--- src/rtl/l1_ctrl_pkg.sv ---
// l1_ctrl_pkg: FSM state encoding and line geometry shared by the L1 cache and its refill controller
package l1_ctrl_pkg;
  localparam int L1_LINE_SIZE = 128;
  localparam int L1_LINE_WID = $clog2(L1_LINE_SIZE);
  typedef enum logic [2:0] {IDLE, LINE, RD, WR, DONE, ERR} state_t;
endpackage

--- src/rtl/l1_refill_ctrl_if.sv ---
// l1_refill_ctrl_if: L1 request/refill port plus byte-wide system bus; master = controller view
interface l1_refill_ctrl_if #(
  parameter int ADDR_WIDTH = 24,
  parameter int LINE_WID = 7
);
  logic read_line_req, read_req, write_through_req;
  logic [ADDR_WIDTH-1:0] pa;
  logic [7:0] wt_data, line_data;
  logic [LINE_WID:0] addr_count;
  logic line_write, cache_entry_refill, trans_rdy, bus_error;
  logic bus_req, bus_we;
  logic [ADDR_WIDTH-1:0] bus_addr;
  logic [7:0] bus_wdata, bus_rdata;
  logic bus_ack, bus_err;
  modport master (
    input read_line_req, read_req, write_through_req, pa, wt_data, bus_rdata, bus_ack, bus_err,
    output line_data, addr_count, line_write, cache_entry_refill, trans_rdy, bus_error,
    output bus_req, bus_we, bus_addr, bus_wdata
  );
  modport slave (
    output read_line_req, read_req, write_through_req, pa, wt_data, bus_rdata, bus_ack, bus_err,
    input line_data, addr_count, line_write, cache_entry_refill, trans_rdy, bus_error,
    input bus_req, bus_we, bus_addr, bus_wdata
  );
endinterface

--- src/rtl/l1rc_bus_wdt.sv ---
// l1rc_bus_wdt: counts unanswered bus_req cycles and flags a timeout at TIMEOUT
module l1rc_bus_wdt #(
  parameter int TIMEOUT = 255
) (
  input  logic clk,
  input  logic rst,
  input  logic bus_req,
  input  logic bus_ack,
  input  logic bus_err,
  output logic timeout
);
  localparam int CW = $clog2(TIMEOUT + 1);
  logic [CW-1:0] cnt;
  always_ff @(posedge clk)
    cnt <= (rst || !bus_req || bus_ack || bus_err) ? '0 : cnt + 1'b1;
  assign timeout = bus_req && cnt == CW'(TIMEOUT);
endmodule

--- src/rtl/l1_refill_ctrl.sv ---
// l1_refill_ctrl: sequences L1 line refills, uncached reads and write-throughs onto a byte bus; `L1RC_WDT_EN adds a bus watchdog
module l1_refill_ctrl
  import l1_ctrl_pkg::*;
#(
  parameter int ADDR_WIDTH = 24,
  parameter int LINE_SIZE = L1_LINE_SIZE,
  parameter int LINE_WID = $clog2(LINE_SIZE)
`ifdef L1RC_WDT_EN
  , parameter int TIMEOUT = 255
`endif
) (
  input logic clk,
  input logic rst,
  l1_refill_ctrl_if.master b
);
  state_t state;
  logic [LINE_WID-1:0] cnt;
  logic timeout, ok, fail;
`ifdef L1RC_WDT_EN
  l1rc_bus_wdt #(.TIMEOUT(TIMEOUT)) u_wdt (
    .clk(clk), .rst(rst), .bus_req(b.bus_req), .bus_ack(b.bus_ack), .bus_err(b.bus_err), .timeout(timeout)
  );
`else
  assign timeout = 1'b0;
`endif
  // ack/err only count while a beat is actually requested; err wins
  assign fail = b.bus_req && (b.bus_err || timeout);
  assign ok = b.bus_req && b.bus_ack;
  always_ff @(posedge clk) begin
    if (rst) begin
      state <= IDLE;
      cnt <= '0;
      b.line_write <= 1'b0;
      b.cache_entry_refill <= 1'b0;
      b.trans_rdy <= 1'b0;
      b.bus_error <= 1'b0;
      b.bus_req <= 1'b0;
      b.bus_we <= 1'b0;
      b.addr_count <= '0;
      b.line_data <= '0;
      b.bus_addr <= '0;
      b.bus_wdata <= '0;
    end else begin
      b.line_write <= 1'b0;
      b.cache_entry_refill <= 1'b0;
      b.trans_rdy <= 1'b0;
      b.bus_error <= 1'b0;
      case (state)
        IDLE: begin
          if (b.read_line_req) begin
            state <= LINE;
            cnt <= '0;
            b.bus_req <= 1'b1;
            b.bus_we <= 1'b0;
            b.bus_addr <= {b.pa[ADDR_WIDTH-1:LINE_WID], {LINE_WID{1'b0}}};
          end else if (b.write_through_req) begin
            state <= WR;
            b.bus_req <= 1'b1;
            b.bus_we <= 1'b1;
            b.bus_addr <= b.pa;
            b.bus_wdata <= b.wt_data;
          end else if (b.read_req) begin
            state <= RD;
            b.bus_req <= 1'b1;
            b.bus_we <= 1'b0;
            b.bus_addr <= b.pa;
          end
        end
        LINE, RD, WR: begin
          if (fail) begin
            b.bus_req <= 1'b0;
            b.bus_we <= 1'b0;
            b.bus_error <= 1'b1;
            state <= ERR;
          end else if (ok) begin
            b.bus_req <= 1'b0;
            b.bus_we <= 1'b0;
            if (state == LINE) begin
              b.line_write <= 1'b1;
              b.line_data <= b.bus_rdata;
              b.addr_count <= {1'b0, cnt};
              b.bus_addr <= b.bus_addr + 1'b1;
              cnt <= cnt + 1'b1;
              if (cnt == LINE_WID'(LINE_SIZE - 1)) begin
                b.cache_entry_refill <= 1'b1;
                state <= DONE;
              end
            end else begin
              if (state == RD) b.line_data <= b.bus_rdata;
              state <= DONE;
            end
          end else if (!b.bus_req) b.bus_req <= 1'b1;
        end
        DONE: begin
          b.trans_rdy <= 1'b1;
          state <= IDLE;
        end
        default: state <= IDLE;
      endcase
    end
  end
endmodule

--- src/flat_wrapper.sv ---
// flat-port wrapper written by rule: the top's interface ports become plain ports
module l1_refill_ctrl_flat import l1_ctrl_pkg::*;
#(
  parameter int ADDR_WIDTH = 24,
  parameter int LINE_SIZE = L1_LINE_SIZE,
  parameter int LINE_WID = $clog2(LINE_SIZE)

)
  (clk, rst, b_read_line_req, b_read_req, b_write_through_req, b_pa, b_wt_data, b_bus_rdata, b_bus_ack, b_bus_err, b_line_data, b_addr_count, b_line_write, b_cache_entry_refill, b_trans_rdy, b_bus_error, b_bus_req, b_bus_we, b_bus_addr, b_bus_wdata);
  l1_refill_ctrl_if #(.ADDR_WIDTH(ADDR_WIDTH), .LINE_WID(LINE_WID)) b_i ();
  input logic clk;
  input logic rst;
  input wire logic [$bits(b_i.read_line_req)-1:0] b_read_line_req;
  input wire logic [$bits(b_i.read_req)-1:0] b_read_req;
  input wire logic [$bits(b_i.write_through_req)-1:0] b_write_through_req;
  input wire logic [$bits(b_i.pa)-1:0] b_pa;
  input wire logic [$bits(b_i.wt_data)-1:0] b_wt_data;
  input wire logic [$bits(b_i.bus_rdata)-1:0] b_bus_rdata;
  input wire logic [$bits(b_i.bus_ack)-1:0] b_bus_ack;
  input wire logic [$bits(b_i.bus_err)-1:0] b_bus_err;
  output wire logic [$bits(b_i.line_data)-1:0] b_line_data;
  output wire logic [$bits(b_i.addr_count)-1:0] b_addr_count;
  output wire logic [$bits(b_i.line_write)-1:0] b_line_write;
  output wire logic [$bits(b_i.cache_entry_refill)-1:0] b_cache_entry_refill;
  output wire logic [$bits(b_i.trans_rdy)-1:0] b_trans_rdy;
  output wire logic [$bits(b_i.bus_error)-1:0] b_bus_error;
  output wire logic [$bits(b_i.bus_req)-1:0] b_bus_req;
  output wire logic [$bits(b_i.bus_we)-1:0] b_bus_we;
  output wire logic [$bits(b_i.bus_addr)-1:0] b_bus_addr;
  output wire logic [$bits(b_i.bus_wdata)-1:0] b_bus_wdata;
  assign b_i.read_line_req = b_read_line_req;
  assign b_i.read_req = b_read_req;
  assign b_i.write_through_req = b_write_through_req;
  assign b_i.pa = b_pa;
  assign b_i.wt_data = b_wt_data;
  assign b_i.bus_rdata = b_bus_rdata;
  assign b_i.bus_ack = b_bus_ack;
  assign b_i.bus_err = b_bus_err;
  assign b_line_data = b_i.line_data;
  assign b_addr_count = b_i.addr_count;
  assign b_line_write = b_i.line_write;
  assign b_cache_entry_refill = b_i.cache_entry_refill;
  assign b_trans_rdy = b_i.trans_rdy;
  assign b_bus_error = b_i.bus_error;
  assign b_bus_req = b_i.bus_req;
  assign b_bus_we = b_i.bus_we;
  assign b_bus_addr = b_i.bus_addr;
  assign b_bus_wdata = b_i.bus_wdata;
  l1_refill_ctrl #(.ADDR_WIDTH(ADDR_WIDTH), .LINE_SIZE(LINE_SIZE), .LINE_WID(LINE_WID)) u_core (.clk(clk), .rst(rst), .b(b_i));
endmodule
--- config.mk ---
export PLATFORM = sky130hd
export DESIGN_NAME = l1_refill_ctrl_flat
export DESIGN_NICKNAME = d
export VERILOG_FILES = /design/src/rtl/l1_ctrl_pkg.sv /design/src/rtl/l1_refill_ctrl_if.sv /design/src/rtl/l1rc_bus_wdt.sv /design/src/rtl/l1_refill_ctrl.sv /design/src/flat_wrapper.sv
export SDC_FILE = /design/constraint.sdc
export NUM_CORES = 1
export LEC_CHECK = 0
export CAP_MARGIN = 20
export CORE_ASPECT_RATIO = 0.5
export CORE_MARGIN = 2
export CORE_UTILIZATION = 46
export DETAILED_ROUTE_END_ITERATION = 12
export HOLD_SLACK_MARGIN = 0.12
export PLACE_DENSITY = 0.81
export SETUP_SLACK_MARGIN = 0.4
export SYNTH_ARGS = -nofsm -noshare
export SYNTH_HDL_FRONTEND = slang
export SYNTH_SLANG_ARGS = --single-unit
--- constraint.sdc ---
create_clock -name clk -period 2.29 [get_ports clk]
set_input_delay 0.458 -clock clk [delete_from_list [all_inputs] [get_ports clk]]
set_output_delay 0.458 -clock clk [all_outputs]
set_load 0.005 [all_outputs]
==> results by group, run 1 <==
STA
  • Max Clk Rate: 522.7 MHz
  • Relative slew margins: 56.54%
  • Final Critical Period: roughly 1.9 ns
  • RSZ-0062 raised after global routing: yes
  • Final-report hold violation count: 0
  • Fin crit share: ~84%
  • Setup Total Neg Slack: 0 ns
  • Setup violators final: 0
  • Max-slew violations: 0
  • Clock Skew: approximately 0.0045 ns
  • Worst slew pin tran: approximately 0.65 ns

Floorplanning
  • Core ar.: 0.006648 mm2
  • Die X: about 120 um
  • Die Ht: roughly 62 um
  • Starting density of the core: between 40% and 50%
  • # rows: 21
  • IO Count: around 100
  • Die footprint: roughly 0.0075 mm2

Power and ir drop
  • PwrDens: about 800 mW/mm2
  • Sequential power share: between 30% and 40%
  • Logic gate share of total power: between 20 and 30%
  • VDD IR max: 428.9 uV
  • Sw Share: 31.38%
  • Clk pwr share: between 30% and 40%
  • P_leak: around 1.7 nW
  • Internal: approximately 2.6 mW
  • Sw Pwr: between 1 and 1.5 mW

Global route
  • Remaining Overflow, GRT: 0
  • Met1 usage: between 30% and 40%
  • Met2 Use GR: a little under two fifths
  • Overall Global Routing Usage: between 20 and 25%
  • Gr busiest metal: met2
  • Initial antenna violation count: 0
  • Largest net degree at the start of global routing: 32
  • First-pass GRT wire length: ~15 mm
  • Via count of the first global-routing pass: 3161
  • Grt met3 use: around 7.8%

Routing
  • Vias per cell: approximately 5.7
  • Drt wl/cell: ~15 um
  • Drt total wl: just under 9 mm
  • Post-route ant nets: 0
  • DRC: 0
  • Via count: 3335
  • Initial DRC count: approximately 350
  • Drt first pass iters: 5

Synth
  • Part of the Yosys area used for sequential elements: around 40%
  • Yosys reg bits: 63
  • Avg Synthesized Cell Area: a little over 8 um2
  • Cells after Synth: a little under 400
  • YS warnings: 0
  • Number of synthesized flops with an enable pin: 0
  • Main synth FF type: dfxtp_1
  • Synth async-reset ratio: 0%
  • Post-Syn Area: between 0.003 and 0.004 mm2
  • Yosys cell types: 56
  • Post-synthesis net count: 435

Final layout
  • Area growth syn-to-layout: 48.31%
  • Fin area: between 0.004 and 0.005 mm2
  • Commonest cells after routing, fill and taps aside: clkdlybuf4s50_1, dfxtp_1, nor2_1
  • Layout cell share with drive strength beyond 1: 12.32%
  • Non-filler cells, final: approximately 590
  • Commonest non-fill, non-tap cell in the layout: clkdlybuf4s50_1
  • Final #Nets: between 500 and 600
  • ANT cells: 0

CTS
  • Clk slew on worst S/H paths: 0.06 ns
  • CTS buffer count: 9
  • CTS Sinks: 63
  • H-tree levels: 3
  • CTS root buffer: clkbuf_16
  • Hold_buf cts: 0
  • Insertion delay to the later sink of the worst-skew pair: roughly 0.33 ns
  • Clock buffer depth: 2
  • CTS tree: yes

Place
  • Placed insts: roughly 570
  • HPWL after detailed placement: ~5.9 mm
  • Final Wtd Congestion: approximately 0.88
  • Area after DPL: around 0.0043 mm2
  • PortBufs: 99

Setup path
  • Critical path class: reg2reg
  • Worst EP required: ~2.5 ns
  • Critical Path End Type: flip-flop
  • Arr. time, crit path: roughly 2.1 ns
  • Crit Path Max Fanout: 8
  • Nature of the critical path startpoint: flip-flop

Outcome
  • Status: finished clean

Hold path
  • Min-Delay Path Class: reg2reg

Job
  • Max_cap viols: 0
## layout make-up
type / count / area (um2)
clock buffers: 9 / 225.2
clock inverters: 7 / 80.08
fillers: 536 / 1988
inverters: 7 / 26.28
multi-input cells: 288 / 1754
flip-flops and latches: 63 / 1282
well taps: 92 / 115.1
repair buffers: 121 / 1176
## metrics by stage
step	hold slack, ns	utilization (%)	setup slack [ns]	power, mW
3_3_place_gp	0.4420	64.58	0.1808	2.410
4_1_cts	0.4548	69.66	0.3857	3.830
5_1_grt	0.4811	70.09	0.2881	4.045
3_5_place_dp	0.4470	64.58	0.1774	2.426
2_1_floorplan	0.4527	-	0.4189	1.963
6_report	0.4530	70.09	0.3767	3.840
## kinds of logic (layout without fill, tap and decap cells)
logic type                 count (synthesis)  in the layout  share of synthesized area (%)
adders and majority gates                  2              2                         0.7964
and+or+nand+nor                          173            173                          27.76
AOI/OAI and AO/OA                         86             86                          17.76
DFF                                       63             63                          40.14
buffers and inverters                     35            144                          5.376
muxes                                     20             20                          6.372
other                                      1              1                         0.1194
xor gates and xnor gates                   6              6                          1.673
## metal layers
| metal | vias up | wire, um | part of all wire (%) |
|---|---|---|---|
| met4 | 0 | 70 | 0.79 |
| met5 | - | 0 | 0 |
| li1 | 1621 | - | - |
| met1 | 1558 | 3956 | 45 |
| met2 | 148 | 4063 | 46 |
| met3 | 8 | 743 | 8.4 |
## power groups by stage
stage                     Clock (mW)  Combinational [mW]  Sequential (mW)
after floorplan                    0               0.603             1.36
after global placement             0                1.01             1.40
after detailed placement           0                1.03             1.40
after CTS                       1.40                1.06             1.37
after global routing            1.45                1.20             1.40
final                           1.38                1.08             1.38
## path summary, 6_finish.rpt
check                                                           to  slack [ns]                               start  depth (start not counted)
worst max register to register  u_core.b.bus_addr[20]$_SDFFE_PP0P_        0.38   u_core.b.bus_addr[1]$_SDFFE_PP0P_                          6
worst min-delay path            u_core.b.bus_wdata[4]$_SDFFE_PP0P_        0.45  u_core.b.bus_wdata[4]$_SDFFE_PP0P_                          2
worst min register to register  u_core.b.bus_wdata[4]$_SDFFE_PP0P_        0.45  u_core.b.bus_wdata[4]$_SDFFE_PP0P_                          2
worst max-delay path            u_core.b.bus_addr[20]$_SDFFE_PP0P_        0.38   u_core.b.bus_addr[1]$_SDFFE_PP0P_                          6
## cell usage after synthesis, drive strengths merged, types with 7 or more instances
library cell,n,area (um2)
nand4,17,106.4
inv,7,26.28
nand2,35,131.4
nand3,24,125.1
o21ai,18,90.08
buf,14,90.08
nor3,17,90.09
a21oi,24,120.1
dfxtp,63,1261
a31oi,9,56.30
nor4,8,62.56
clkbuf,14,52.55
mux2i,20,200.2
nor2,48,182.7
## critical path, stage by stage (launching register included)
cell and delay (ns):
dfxtp_4 0.36, ha_4 0.16, nand3_4 0.13, or4_4 0.54, nor4_4 0.29, mux2i_1 0.22, a31oi_1 0.09
## flip-flops by register name, summed over array words and instances (netlist names)
signal / cells
u_core.b.cache_entry_refill: 1
u_core.state: 3
u_core.b.bus_addr: 24
u_core.b.trans_rdy: 1
u_core.b.bus_error: 1
u_core.b.bus_we: 1
u_core.b.line_write: 1
u_core.b.addr_count: 7
u_core.b.bus_wdata: 8
u_core.b.bus_req: 1
u_core.b.line_data: 8
u_core.cnt: 7
## what timing repair did
action | in CTS | in global routing
buffers inserted | 3 | 2
pin swaps | 1 | 3
gates resized for setup | 3 | 8
endpoints found under the setup margin | 18 | 19
cloned | 0 | 0
No activity file was read; power rests on OpenSTA's default activity.
==> run 2: changes to the inputs <==
==> constraint.sdc (replaced) <==
create_clock -name clk -period 2 [get_ports clk]
set_input_delay 0.4 -clock clk [delete_from_list [all_inputs] [get_ports clk]]
set_output_delay 0.4 -clock clk [all_outputs]
set_load 0.005 [all_outputs]
==> run 2 against run 1 <==
Routed wire length is 70% higher; global-route usage increased by 5.9 points; via count grew 27%; hold slack worse by 0.023 ns; worst setup slack got worse by 0.32 ns; sequential power up 17%; non-clock buffer count grew 77; register-to-register slack got worse by 0.32 ns; critical endpoint is now u_core.b.bus_addr[19]$_SDFFE_PP0P_; highest routed layer unchanged.
==> results by group, run 2 (same netlist as run 1, synthesis figures left out) <==
Outcome
  • Status: finished clean

Setup path
  • Arr. time, crit path: 2.15 ns (+0.03 ns)
  • Worst EP required: 2.21 ns (-0.28 ns)
  • Max incr delay on CP: 0.51 ns (-0.03 ns)
  • Critical Path End Type: flip-flop
  • Flop2flop setup slack: 0.06 ns (-0.32 ns)
  • R2R cell count: 6 (unchanged)
  • Crit Reg-Reg Startpoint: u_core.b.bus_addr[13]$_SDFFE_PP0P_
  • CP Cell Sequence: buf_6 > nand4_1 > nor4_4 > buf_4 > nand2_1 > o41ai_1
  • Slowest CP cell: nor4_4
  • Crit Path Max Fanout: 5 (-3)
  • Nature of the critical path startpoint: flip-flop
  • Crit Reg-Reg Endpoint: u_core.b.bus_addr[19]$_SDFFE_PP0P_
  • Critical path class: reg2reg

Place
  • HPWL after detailed placement: 6.258 mm (+6.7%)
  • PortBufs: 99 (unchanged)
  • Placed insts: 580 (+2.5%)
  • Final Wtd Congestion: 0.8777 (-0.32%)

Final layout
  • Final-layout fill cell count: 292 (-46%)
  • Commonest cells after routing, fill and taps aside: buf_4, clkdlybuf4s50_1, nor2_1
  • Commonest non-fill, non-tap cell in the layout: buf_4
  • ANT cells: 0 (unchanged)
  • Non-filler cells, final: 665 (+13%)
  • Biggest regs: u_core.b.bus_addr x24, u_core.b.bus_wdata x8, u_core.b.line_data x8
  • Layout cell share with drive strength beyond 1: 34.38% (+22 points)
  • Final #Nets: 617 (+14%)
  • Area growth syn-to-layout: 85.03%
  • Most flops, register: u_core.b.bus_addr
  • Multi-input gate area: 0.002017 mm2 (+15%)
  • Flip-flop and latch area: 0.001354 mm2 (+5.6%)
  • Max reg flops: 24 (unchanged)

Hold path
  • Min-delay src: rst
  • WHS Endpoint: u_core.b.addr_count[5]$_SDFFE_PP0P_
  • Hold Path Cell Cnt: 2 (unchanged)
  • Min-Delay Path Class: in2reg

CTS
  • Hold_buf cts: 0 (unchanged)
  • CTS buffer count: 9 (unchanged)
  • CTS Sinks: 63 (unchanged)
  • Clk slew on worst S/H paths: 0.06 ns (about the same)
  • H-tree levels: 3 (unchanged)
  • Insertion delay to the later sink of the worst-skew pair: 0.35 ns (+0.02 ns)
  • Clock buffer depth: 2 (unchanged)
  • CTS tree: yes
  • CTS root buffer: clkbuf_16

Routing
  • Drt first pass iters: 5 (unchanged)
  • Vias per cell: 6.362 (+12%)
  • Initial DRC count: 600 (+69%)
  • Via count: 4231 (+27%)
  • Drt wl/cell: 22.57 um (+50%)
  • Post-route ant nets: 0 (unchanged)
  • Drt total wl: 15.01 mm (+70%)
  • DRC: 0 (unchanged)

STA
  • Final-report hold violation count: 0 (unchanged)
  • Final Critical Period: 1.941 ns (+0.02753 ns)
  • Clock Skew: 0.009485 ns (+0.004938 ns)
  • Fin crit share: 97.04% (+13 points)
  • RSZ-0062 raised after global routing: yes
  • Setup violators final: 0 (unchanged)
  • Max Clk Rate: 515.2 MHz (-1.4%)
  • Hold slack: 0.4298 ns (-0.02321 ns)
  • Relative slew margins: 65.90% (+9.4 points)
  • Max-slew violations: 0 (unchanged)
  • Worst slew pin tran: 0.5115 ns (-0.1345 ns)

Floorplanning
  • Die footprint: 0.007547 mm2 (unchanged)
  • Starting density of the core: 47.26% (unchanged)
  • # rows: 21 (unchanged)
  • IO Count: 101 (unchanged)
  • Die Ht: 62.44 um (unchanged)
  • Die X: 120.9 um (unchanged)
  • Core ar.: 0.006648 mm2 (unchanged)

Job
  • Max_cap viols: 0 (unchanged)

Power and ir drop
  • VDD IR max: 523.9 uV (+22%)
  • P_leak: 2.707 nW (+59%)
  • PwrDens: 966.6 mW/mm2 (+17%)

Global route
  • First-pass GRT wire length: 17.95 mm (+21%)
  • Largest net degree at the start of global routing: 22 (-31%)
  • Overall Global Routing Usage: 30.21% (+5.9 points)
  • Initial antenna violation count: 0 (unchanged)
  • Remaining Overflow, GRT: 0 (unchanged)
  • Via count of the first global-routing pass: 3673 (+16%)
## run 2: cell count changes in the layout (fill, tap and decap cells not counted), moves of 5 or more
cell / before / now
clkdlybuf4s50_1: 98 / 56
nor2_1: 47 / 40
nor3_2: 1 / 6
buf_6: 0 / 15
o21ai_0: 17 / 8
nor4_1: 6 / 1
dfxtp_1: 54 / 33
nor3_1: 16 / 8
dlygate4sd2_1: 0 / 24
dfxtp_4: 4 / 22
buf_4: 20 / 74
o21ai_1: 1 / 9
dlymetal6s2s_1: 0 / 18
## run 2: how the worst max path moves through the flow
stage / slack [ns] / end / startpoint
3_5_place_dp: -0.14 / u_core.b.bus_addr[0]$_SDFFE_PP0P_ / b_bus_err
6_report: 0.06 / u_core.b.bus_addr[19]$_SDFFE_PP0P_ / u_core.b.bus_addr[13]$_SDFFE_PP0P_
3_3_place_gp: -0.09 / u_core.b.bus_addr[0]$_SDFFE_PP0P_ / b_bus_err
2_1_floorplan: 0.20 / u_core.b.bus_addr[16]$_SDFFE_PP0P_ / u_core.b.bus_addr[1]$_SDFFE_PP0P_
5_1_grt: 0.03 / u_core.b.bus_addr[19]$_SDFFE_PP0P_ / u_core.b.bus_addr[13]$_SDFFE_PP0P_
4_1_cts: 0.24 / u_core.b.bus_addr[16]$_SDFFE_PP0P_ / u_core.b.bus_addr[0]$_SDFFE_PP0P_
## run 2: cell type report
cell class | count | share of cell area [%]
clock buffers | 11 | 4.542
clock inverters | 5 | 1.485
inverters | 7 | 0.4520
multi-input cells | 289 | 34.70
flip-flops and latches | 63 | 23.29
well taps | 92 | 1.980
repair buffers | 198 | 33.56
## run 2: report_power, final
| group | total [mW] | switching, mW | leakage [nW] | internal, mW |
|---|---|---|---|---|
| logic | 2.16 | 1.04 | 2.00 | 1.12 |
| registers | 1.61 | 0.188 | 0.532 | 1.42 |
| clock network | 1.85 | 0.643 | 0.171 | 1.21 |
| total | 5.62 | 1.87 | 2.71 | 3.75 |
## run 2: timing repair
item                                    CTS  global route
cloned                                    3             2
endpoints found under the setup margin   63            66
setup buffers                            38            26
resized for setup                        91            62
pin swaps                                24            27
## run 2: layer usage
layer,up-vias,share of wire [%],global-route usage (%)
met1,1989,38,37.55
met2,346,44,49.02
li1,1786,-,-
met4,0,6.5,13.37
met3,110,11,8.577
met5,-,0,0
## run 2: worst max-delay path, delay by kind of cell, from the launching register on
kind / cells / cell delay, ns
AO/OA/AOI/OAI: 1 / 0.36
buffers and inverters: 2 / 0.34
flip-flops: 1 / 0.36
AND/OR/NAND/NOR: 3 / 0.74
## run 2: per-stage QoR
| stage | TNS (ns) | utilization (%) | cell area (um2) | total power, mW | worst slack [ns] |
|---|---|---|---|---|---|
| 2_1_floorplan | 0 | - | 3259 | 2.320 | 0.1974 |
| 3_3_place_gp | -0.1064 | 67.27 | 4472 | 2.877 | -0.08982 |
| 3_5_place_dp | -0.6523 | 67.27 | 4472 | 2.900 | -0.1354 |
| 4_1_cts | 0 | 80.43 | 5346 | 5.015 | 0.2427 |
| 5_1_grt | 0 | 87.45 | 5813 | 5.761 | 0.02782 |
| 6_report | 0 | 87.45 | 5813 | 5.619 | 0.05919 |
